`config.mk`:
```
export PLATFORM = sky130hd
export DESIGN_NAME = regfile_1hot_16
export DESIGN_NICKNAME = d
export VERILOG_FILES = /design/src/rtl/regfile_1hot_16.sv
export SDC_FILE = /design/constraint.sdc
export NUM_CORES = 1
export LEC_CHECK = 0
export BUFFER_PORTS_ARGS = -buffer_cell sky130_fd_sc_hd__clkbuf_2
export CAP_MARGIN = 20
export CORE_AREA = 2 2 259 261
export CTS_CLUSTER_DIAMETER = 30
export DETAILED_ROUTE_END_ITERATION = 10
export DIE_AREA = 0 0 261 263
export PLACE_DENSITY = 0.5
export REMOVE_ABC_BUFFERS = 1
export SLEW_MARGIN = 20
export SYNTH_ARGS = -nofsm -noshare
export SYNTH_HDL_FRONTEND = slang
export SYNTH_SLANG_ARGS = --single-unit
```
`constraint.sdc`:
```
create_clock -name clk -period 4.4 [get_ports clk]
set_clock_uncertainty 0.15 [all_clocks]
set_input_delay 0.66 -clock clk [delete_from_list [all_inputs] [get_ports clk]]
set_output_delay 0.66 -clock clk [all_outputs]
set_load 0.005 [all_outputs]
```
`src/rtl/regfile_1hot_16.sv`:
```
// 16-entry register file written through a one-hot select, with two registered read ports
// and a 16-cycle clear sweep. Define REGFILE_BYPASS_EN to forward same-cycle write data to reads.
module regfile_1hot_16 #(
    parameter int unsigned DATA_W  = 16,
    parameter bit          R0_ZERO = 1'b0
) (
    input  logic              clk,
    input  logic              rst_n,
    input  logic              wr_en,
    input  logic [15:0]       wr_sel,
    input  logic [DATA_W-1:0] wr_data,
    input  logic [3:0]        rd_addr_a,
    input  logic [3:0]        rd_addr_b,
    output logic [DATA_W-1:0] rd_data_a,
    output logic [DATA_W-1:0] rd_data_b,
    input  logic              clr_req,
    output logic              busy,
    output logic              sel_err
);

    typedef enum logic [0:0] {StIdle, StClear} state_e;

    state_e            state_q, state_d;
    logic [3:0]        cnt_q, cnt_d;
    logic [DATA_W-1:0] mem_q [16];
    logic [DATA_W-1:0] mem_d [16];
    logic [DATA_W-1:0] rd_a_q, rd_a_d;
    logic [DATA_W-1:0] rd_b_q, rd_b_d;
    logic              sel_err_q, sel_err_d;

    logic       idle;
    logic       sel_onehot;
    logic       wr_hit;
    logic       clr_hit;
    logic [3:0] wr_idx;

    assign idle       = (state_q == StIdle);
    assign sel_onehot = $onehot(wr_sel);
    // Entry 0 is hard-wired to zero when R0_ZERO is set, so such writes are silently dropped.
    assign wr_hit     = idle && wr_en && sel_onehot && !(R0_ZERO && wr_sel[0]);

    always_comb begin
        wr_idx = '0;
        for (int i = 0; i < 16; i++) begin
            if (wr_sel[i]) wr_idx = 4'(i);
        end
    end

    always_comb begin
        state_d = state_q;
        cnt_d   = cnt_q;
        clr_hit = 1'b0;
        unique case (state_q)
            StIdle: begin
                if (clr_req) begin
                    state_d = StClear;
                    cnt_d   = '0;
                end
            end
            StClear: begin
                clr_hit = 1'b1;
                cnt_d   = cnt_q + 4'd1;
                if (cnt_q == 4'd15) state_d = StIdle;
            end
            default: state_d = StIdle;
        endcase
    end

    always_comb begin
        mem_d = mem_q;
        if (wr_hit)  mem_d[wr_idx] = wr_data;
        if (clr_hit) mem_d[cnt_q]  = '0;
    end

    assign sel_err_d = idle && wr_en && !sel_onehot;

    always_comb begin
        rd_a_d = mem_q[rd_addr_a];
        rd_b_d = mem_q[rd_addr_b];
`ifdef REGFILE_BYPASS_EN
        // wr_hit already excludes the sweep and the zero entry, so forwarding obeys both rules.
        if (wr_hit && (rd_addr_a == wr_idx)) rd_a_d = wr_data;
        if (wr_hit && (rd_addr_b == wr_idx)) rd_b_d = wr_data;
`endif
        if (R0_ZERO && (rd_addr_a == 4'd0)) rd_a_d = '0;
        if (R0_ZERO && (rd_addr_b == 4'd0)) rd_b_d = '0;
    end

    always_ff @(posedge clk or negedge rst_n) begin
        if (!rst_n) begin
            state_q   <= StIdle;
            cnt_q     <= '0;
            rd_a_q    <= '0;
            rd_b_q    <= '0;
            sel_err_q <= 1'b0;
            for (int i = 0; i < 16; i++) mem_q[i] <= '0;
        end else begin
            state_q   <= state_d;
            cnt_q     <= cnt_d;
            rd_a_q    <= rd_a_d;
            rd_b_q    <= rd_b_d;
            sel_err_q <= sel_err_d;
            for (int i = 0; i < 16; i++) mem_q[i] <= mem_d[i];
        end
    end

    assign rd_data_a = rd_a_q;
    assign rd_data_b = rd_b_q;
    assign sel_err   = sel_err_q;
    assign busy      = (state_q == StClear);

endmodule

```
==> results of run 1 <==
[cell usage in the layout, fill, tap and decap left out, types with 4 or more instances in the layout]
master / n
a21oi_1: 51
and2_1: 6
buf_12: 30
buf_4: 59
buf_6: 12
bufinv_16: 9
clkbuf_1: 14
clkbuf_16: 85
clkbuf_2: 71
clkbuf_8: 14
clkinv_2: 15
clkinvlp_4: 8
dfrtp_1: 294
fa_1: 10
ha_1: 8
inv_1: 24
mux2i_1: 156
mux2i_2: 4
mux4_2: 160
nand2_1: 229
nand3_1: 22
nand4_1: 51
nor2_1: 124
nor3_4: 4
o21ai_1: 20
o21ai_2: 28
or4b_4: 4
[kinds of logic after synthesis]
family,count (synthesis),share of synthesized area [%]
buf+inv,174,4.31
compound gates,116,3.95
fa+ha+maj,19,1.91
xor+xnor,1,0.0535
simple gates,476,12.9
flops,294,45.0
mux,321,31.9
[routing by layer]
| metal | wire, microns | global-route usage (%) |
|---|---|---|
| met1 | 25000 | 23.7 |
| met4 | 2240 | 8.02 |
| met2 | 27300 | 26.7 |
| met3 | 5290 | 4.90 |
| met5 | 0 | 0 |
[synthesized netlist by cell type (3+ instances only)]
| library cell | number |
|---|---|
| a21oi_1 | 52 |
| and2_1 | 7 |
| and3_1 | 5 |
| buf_1 | 26 |
| buf_2 | 6 |
| buf_4 | 8 |
| clkbuf_1 | 106 |
| dfrtp_1 | 294 |
| fa_1 | 10 |
| ha_1 | 9 |
| inv_1 | 26 |
| mux2i_1 | 160 |
| mux4_2 | 160 |
| nand2_1 | 232 |
| nand2b_1 | 3 |
| nand3_1 | 23 |
| nand4_1 | 51 |
| nand4b_1 | 3 |
| nor2_1 | 126 |
| nor2b_1 | 5 |
| nor3_1 | 3 |
| o21ai_0 | 34 |
| o21ai_1 | 17 |
| o31ai_1 | 3 |
| or4b_1 | 3 |
[metrics by stage]
step	hold slack (ns)	setup TNS (ns)
after CTS	0.0300	-135.95
after global routing	0.0657	-191.16
after detailed placement	0.374	-302.86
final	-0.00527	-146.62
after floorplan	0.214	-344.72
after global placement	0.363	-289.75
[where the power goes]
group	total (W)	switching [W]	leakage (nW)	internal [W]
registers	0.00361	0.000382	4.04	0.00322
logic	0.00246	0.00134	4.26	0.00112
clock network	0.00597	0.00179	1.36	0.00419
total	0.0120	0.00351	9.66	0.00853
[state kept, by name (all words and copies together), names as in the netlist]
signal,count
mem_q,256
rd_data_a,16
rd_data_b,16
cnt_q,4
busy,1
sel_err,1
[timing repair]
item / CTS / global route
pin swaps: 10 / 25
endpoints found under the hold margin: 0 / 0
buffers inserted: 14 / 8
setup endpoints to repair: 256 / 256
gates resized for setup: 50 / 97
gates cloned: 9 / 0
[critical path, cell delays in order]
cell,delay [ns]
buf_8,0.10
fa_1,0.54
inv_1,0.05
fa_1,0.48
inv_1,0.05
fa_1,0.52
inv_2,0.04
fa_1,0.48
inv_1,0.04
ha_2,0.17
fa_1,0.45
or4b_4,0.52
nor3_4,0.18
nand4b_1,0.16
or4b_4,0.60
buf_12,0.20
mux2i_1,0.17
nor2_1,0.07
[cell type report]
class	count	area [sq um]
sequential	294	7360
fill	6502	44000
clock buffer	111	2320
clock inverter	37	475
inverter	26	97.6
timing repair buffer	180	1710
tap	864	1080
multi-input combinational	933	8580
[worst max path at each step]
| stage | from | end | slack, ns | depth (start not counted) |
|---|---|---|---|---|
| after floorplan | wr_sel[11] | mem_q[64] | -2.23 | 15 |
| after global placement | wr_sel[11] | mem_q[241] | -1.47 | 18 |
| after detailed placement | wr_sel[11] | mem_q[254] | -1.54 | 18 |
| after CTS | wr_sel[13] | mem_q[247] | -0.84 | 18 |
| after global routing | wr_sel[11] | mem_q[240] | -1.0 | 18 |
| final | wr_sel[11] | mem_q[247] | -0.81 | 18 |
==> impl_metrics.toml, run 1 <==
[status]
run_status = "finished, violations left"
violations = "hold timing, setup timing"

[yosys]
ys_ff_latch = 294
syn_avg_cell_area_sq_um = 11.7
netlist_top_cells_area = "dfrtp_1 45%, mux4_2 22%, mux2i_1 9.8%, nand2_1 5.3%, nor2_1 2.9%"
ys.flop_type = "dfrtp_1"
yosysTopAreaCell = "dfrtp_1"
synth_edf_count = 0
synth-warning-count = 0
ys_types = 49
syn_area_sq_um = 16400
async_reset_ff_share_pct = 100
synthCells = 1401
yosys.area.top_type_share_pct = 45.0
seq_area_frac_synth_pct = 45.0

[sta]
tightest_slew_ns = 1.17
whs_ns = -0.00527
rsz0062_at_grt = "true"
min_period_ns = 5.21
slew_headroom_pct = 21.7
drv_slew = 0
hold_viol = 2
period_share_pct = 118
finalWorstSetupSlack_ns = -0.808
setup_viol = 256
fmax_mhz = 192

[placement]
globalplace.congestion = 0.788
place_ws_ns = -1.54
portBuffers = 77
place_area_sq_um = 18100
place_inst = 2272
hpwl_microns = 33800

[pwr]
finalPower_w = 0.0120
powerDensity_nw_per_um2 = 556
p_leak_nw = 9.66
ir_worst_vdd_v = 0.000327

[finish]
design_area_sq_um = 21600
final_layout_size_suffix_gt1_share_pct = 34.2
antenna_cells = 0
area_delta_synth_final_pct = 32.2
fin_util_pct = 33.0
final_nets = 1580
finalNonFillerCells = 2445

[die]
start_util_pct = 24.9
die_area_sq_um = 68600
die_w_microns = 261
ioPinCount = 78
rows = 94
die_y_microns = 263
fp.coreArea_sq_um = 65600

[global_routing]
antenna_found_initial = 0
grt_pass1_vias = 13200
grt-ovfl-total = 0
grt_max_degree = 106
grt_usage_pct = 17.7
grt_pass1_wl_microns = 88800

[routing]
dr.pass1.iters = 6
wire_per_inst_microns = 24.5
ant_nets = 0
drtIter0Drc = 1210
vias_per_cell = 5.11
drt_wl_total_microns = 59800
num_vias = 12500
drc = 0

[setup_path]
criticalPathCategory = "primary input to flip-flop"
path_max_fanout = 8
r2r_start = "busy"
cp-start-kind = "primary input"
r2r_slack_ns = 1.74
critPathCaptureType = "flip-flop"
reg2reg_to = "mem_q[199]"
cp.required_ns = 4.68
crit_arrival_ns = 5.48
worstRegToRegCells = 6

[clock_network]
cts.path.max_buffers = 3
cts_tree = "yes"
clock_latency_ns = 0.59
h-tree-depth = 3
postCtsHoldBufs = 0
clkTransAtPathRegs_ns = 0.04
cts_buffers = 82
cts.sinks = 294
cts-root-buf = "clkbuf_16"

[run]
cap_violations = 0

[worst_hold_path]
hold_class = "primary input to async pin"
Power figures use the tool's default switching activity.
==> run 2, diff against run 1 <==
--- a/config.mk
+++ b/config.mk
@@ -5,7 +5,7 @@
 export SDC_FILE = /design/constraint.sdc
 export NUM_CORES = 1
 export LEC_CHECK = 0
-export BUFFER_PORTS_ARGS = -buffer_cell sky130_fd_sc_hd__clkbuf_2
+export BUFFER_PORTS_ARGS = -buffer_cell sky130_fd_sc_hd__buf_2
 export CAP_MARGIN = 20
 export CORE_AREA = 2 2 259 261
 export CTS_CLUSTER_DIAMETER = 30
==> run 2 against run 1 <==
  * Critical path type unchanged
  * Highest routed layer is now met5
  * Utilization increased by 0.15 points
  * Clock power about the same
  * Via count about the same
  * Global-route usage decreased by 0.39 points
  * The flow finishes with violations (setup timing)
  * Final cell count increased by 0.25%
  * First-iteration DRC count decreased by 16%
  * Register-to-register slack got worse by 0.09 ns
==> impl_metrics.toml, run 2 (synthesis results as in run 1) <==
[status]
run_status = "finished, violations left"
violations = "setup timing"

[run]
cap_violations = 0

[setup_path]
cp.required_ns = 4.70
critPathCaptureType = "flip-flop"
crit_arrival_ns = 5.44
worstRegToRegCells = 6
criticalPathCategory = "primary input to flip-flop"
crit_slowest_cell = "or4b_4"
r2r_start = "busy"
crit_start = "wr_sel[11]"
cpPeakStageDelay_ns = 0.61
crit_buf_inv = 6
path_depth = 18
cp_top_family = "adder cells"
reg2reg_to = "mem_q[193]"
r2r_slack_ns = 1.65
path_max_fanout = 8
cp-endpoint = "mem_q[244]"
critical_path.most_common_cell = "fa_1"
crit_chain = "buf_6, fa_1, inv_1, fa_1, inv_2, fa_1, inv_1, fa_1, inv_1, ha_2, fa_1, or4b_4, nor3_4, nand4b_1, or4b_4, buf_12, mux2i_1, nor2_1"
cp-start-kind = "primary input"

[pwr]
powerDensity_nw_per_um2 = 553
swShare_pct = 29.6
p_switching_w = 0.00356
p_leak_nw = 9.73
pwr-share-seq_pct = 30.1
ir_worst_vdd_v = 0.000305
clkPwrFrac_pct = 49.5
combPwrFrac_pct = 20.4
p_int_w = 0.00845

[clock_network]
cts_buffers = 80
cts_tree = "yes"
cts.sinks = 294
clock_latency_ns = 0.61
cts.path.max_buffers = 3
clkTransAtPathRegs_ns = 0.04
cts-root-buf = "clkbuf_16"
h-tree-depth = 3

[finish]
mostFrequentLayoutCell = "dfrtp_1"
multi_input_area_sq_um = 8600
largest_reg_flops = 256
final_nets = 1582
top_register = "mem_q"
final_layout_size_suffix_gt1_share_pct = 34.7
layout_common_cells = "294 x dfrtp_1, 231 x nand2_1, 160 x mux4_2"
fillerInstances = 6531
seqCellArea_sq_um = 7360
area_delta_synth_final_pct = 32.8

[die]
die_y_microns = 263
fp.coreArea_sq_um = 65600
die_w_microns = 261
rows = 94
die_area_sq_um = 68600
start_util_pct = 24.9
ioPinCount = 78

[routing]
drc = 0
drt_wl_total_microns = 59700
drtIter0Drc = 1018
ant_nets = 0
num_vias = 12500
vias_per_cell = 5.10
dr.pass1.iters = 6
wire_per_inst_microns = 24.3

[sta]
tightest_slew_ns = 1.15
hold_viol = 0
slew_headroom_pct = 23.2
min_period_ns = 5.14
whs_ns = 0.0154
setup_viol = 256
tns_ns = -121.64
fmax_mhz = 195
period_share_pct = 117
drv_slew = 0
finalWorstSetupSlack_ns = -0.740
rsz0062_at_grt = "true"

[global_routing]
antenna_found_initial = 2
grt-ovfl-total = 0
grt_usage_pct = 17.3
grt_max_degree = 112
grt_pass1_wl_microns = 87400
grt_pass1_vias = 13000

[worst_hold_path]
hold_class = "primary input to async pin"

[placement]
globalplace.congestion = 0.791
portBuffers = 77
hpwl_microns = 34100
[run 2: cell types whose count changed in the layout (fill, tap and decap cells not counted), sizes merged]
cell and delta:
clkinvlp -1, clkbuf -73, clkinv +6, buf +72, diode +1, inv +1
[run 2: area by class of cell]
class                           count  area share (%)
Clock inverter                     43            2.56
Clock buffer                      106            10.3
Tap cell                          864            4.98
Timing Repair Buffer              184            8.25
Antenna cell                        1          0.0115
Inverter                           26           0.449
Sequential cell                   294            33.9
Multi-Input combinational cell    933            39.6
[run 2: worst min-delay path by stage]
stage / slack [ns] / cells after the start / endpoint / startpoint
final: 0.02 / 1 / rd_data_b[10] / rst_n
after global routing: 0.07 / 1 / rd_data_a[10] / rst_n
after CTS: 0.04 / 1 / rd_data_b[10] / rst_n
after detailed placement: 0.37 / 2 / mem_q[23] / mem_q[23]
after global placement: 0.36 / 2 / mem_q[152] / mem_q[152]
after floorplan: 0.21 / 0 / busy / rst_n
[run 2: power groups by stage]
stage / combinational [W] / sequential, W / clock, W
floorplan: 0.00132 / 0.00352 / 0
global placement: 0.00218 / 0.00361 / 0
detailed placement: 0.00224 / 0.00364 / 0
CTS: 0.00239 / 0.00361 / 0.00602
global route: 0.00266 / 0.00369 / 0.00620
finish: 0.00245 / 0.00362 / 0.00594
[run 2: through the flow]
| stage | power [W] | area, sq um | cells | setup slack [ns] | util (%) |
|---|---|---|---|---|---|
| 6_report | 0.0120 | 21700 | 2451 | -0.740 | 33.1 |
| 5_1_grt | 0.0126 | 21700 | 2450 | -0.983 | 33.1 |
| 4_1_cts | 0.0120 | 21500 | 2442 | -0.782 | 32.8 |
| 3_5_place_dp | 0.00588 | 18200 | 2277 | -1.58 | 27.7 |
| 3_3_place_gp | 0.00579 | 18200 | 2277 | -1.51 | 27.7 |
| 2_1_floorplan | 0.00484 | 15800 | 1253 | -2.23 | - |
[run 2: timing repair]
| item | CTS | global route |
|---|---|---|
| cloned | 5 | 3 |
| setup endpoints to repair | 256 | 256 |
| resized for setup | 118 | 28 |
| setup buffers | 12 | 7 |
| pin swaps | 40 | 17 |
| hold buffers | 0 | 0 |
[run 2: routing by layer]
metal,vias to the layer above,global-route usage [%],part of all wire (%)
met4,2,6.73,3.1
met2,546,26.2,46
li1,5328,-,-
met1,6496,23.4,42
met5,-,0,0.022
met3,123,5.01,8.9
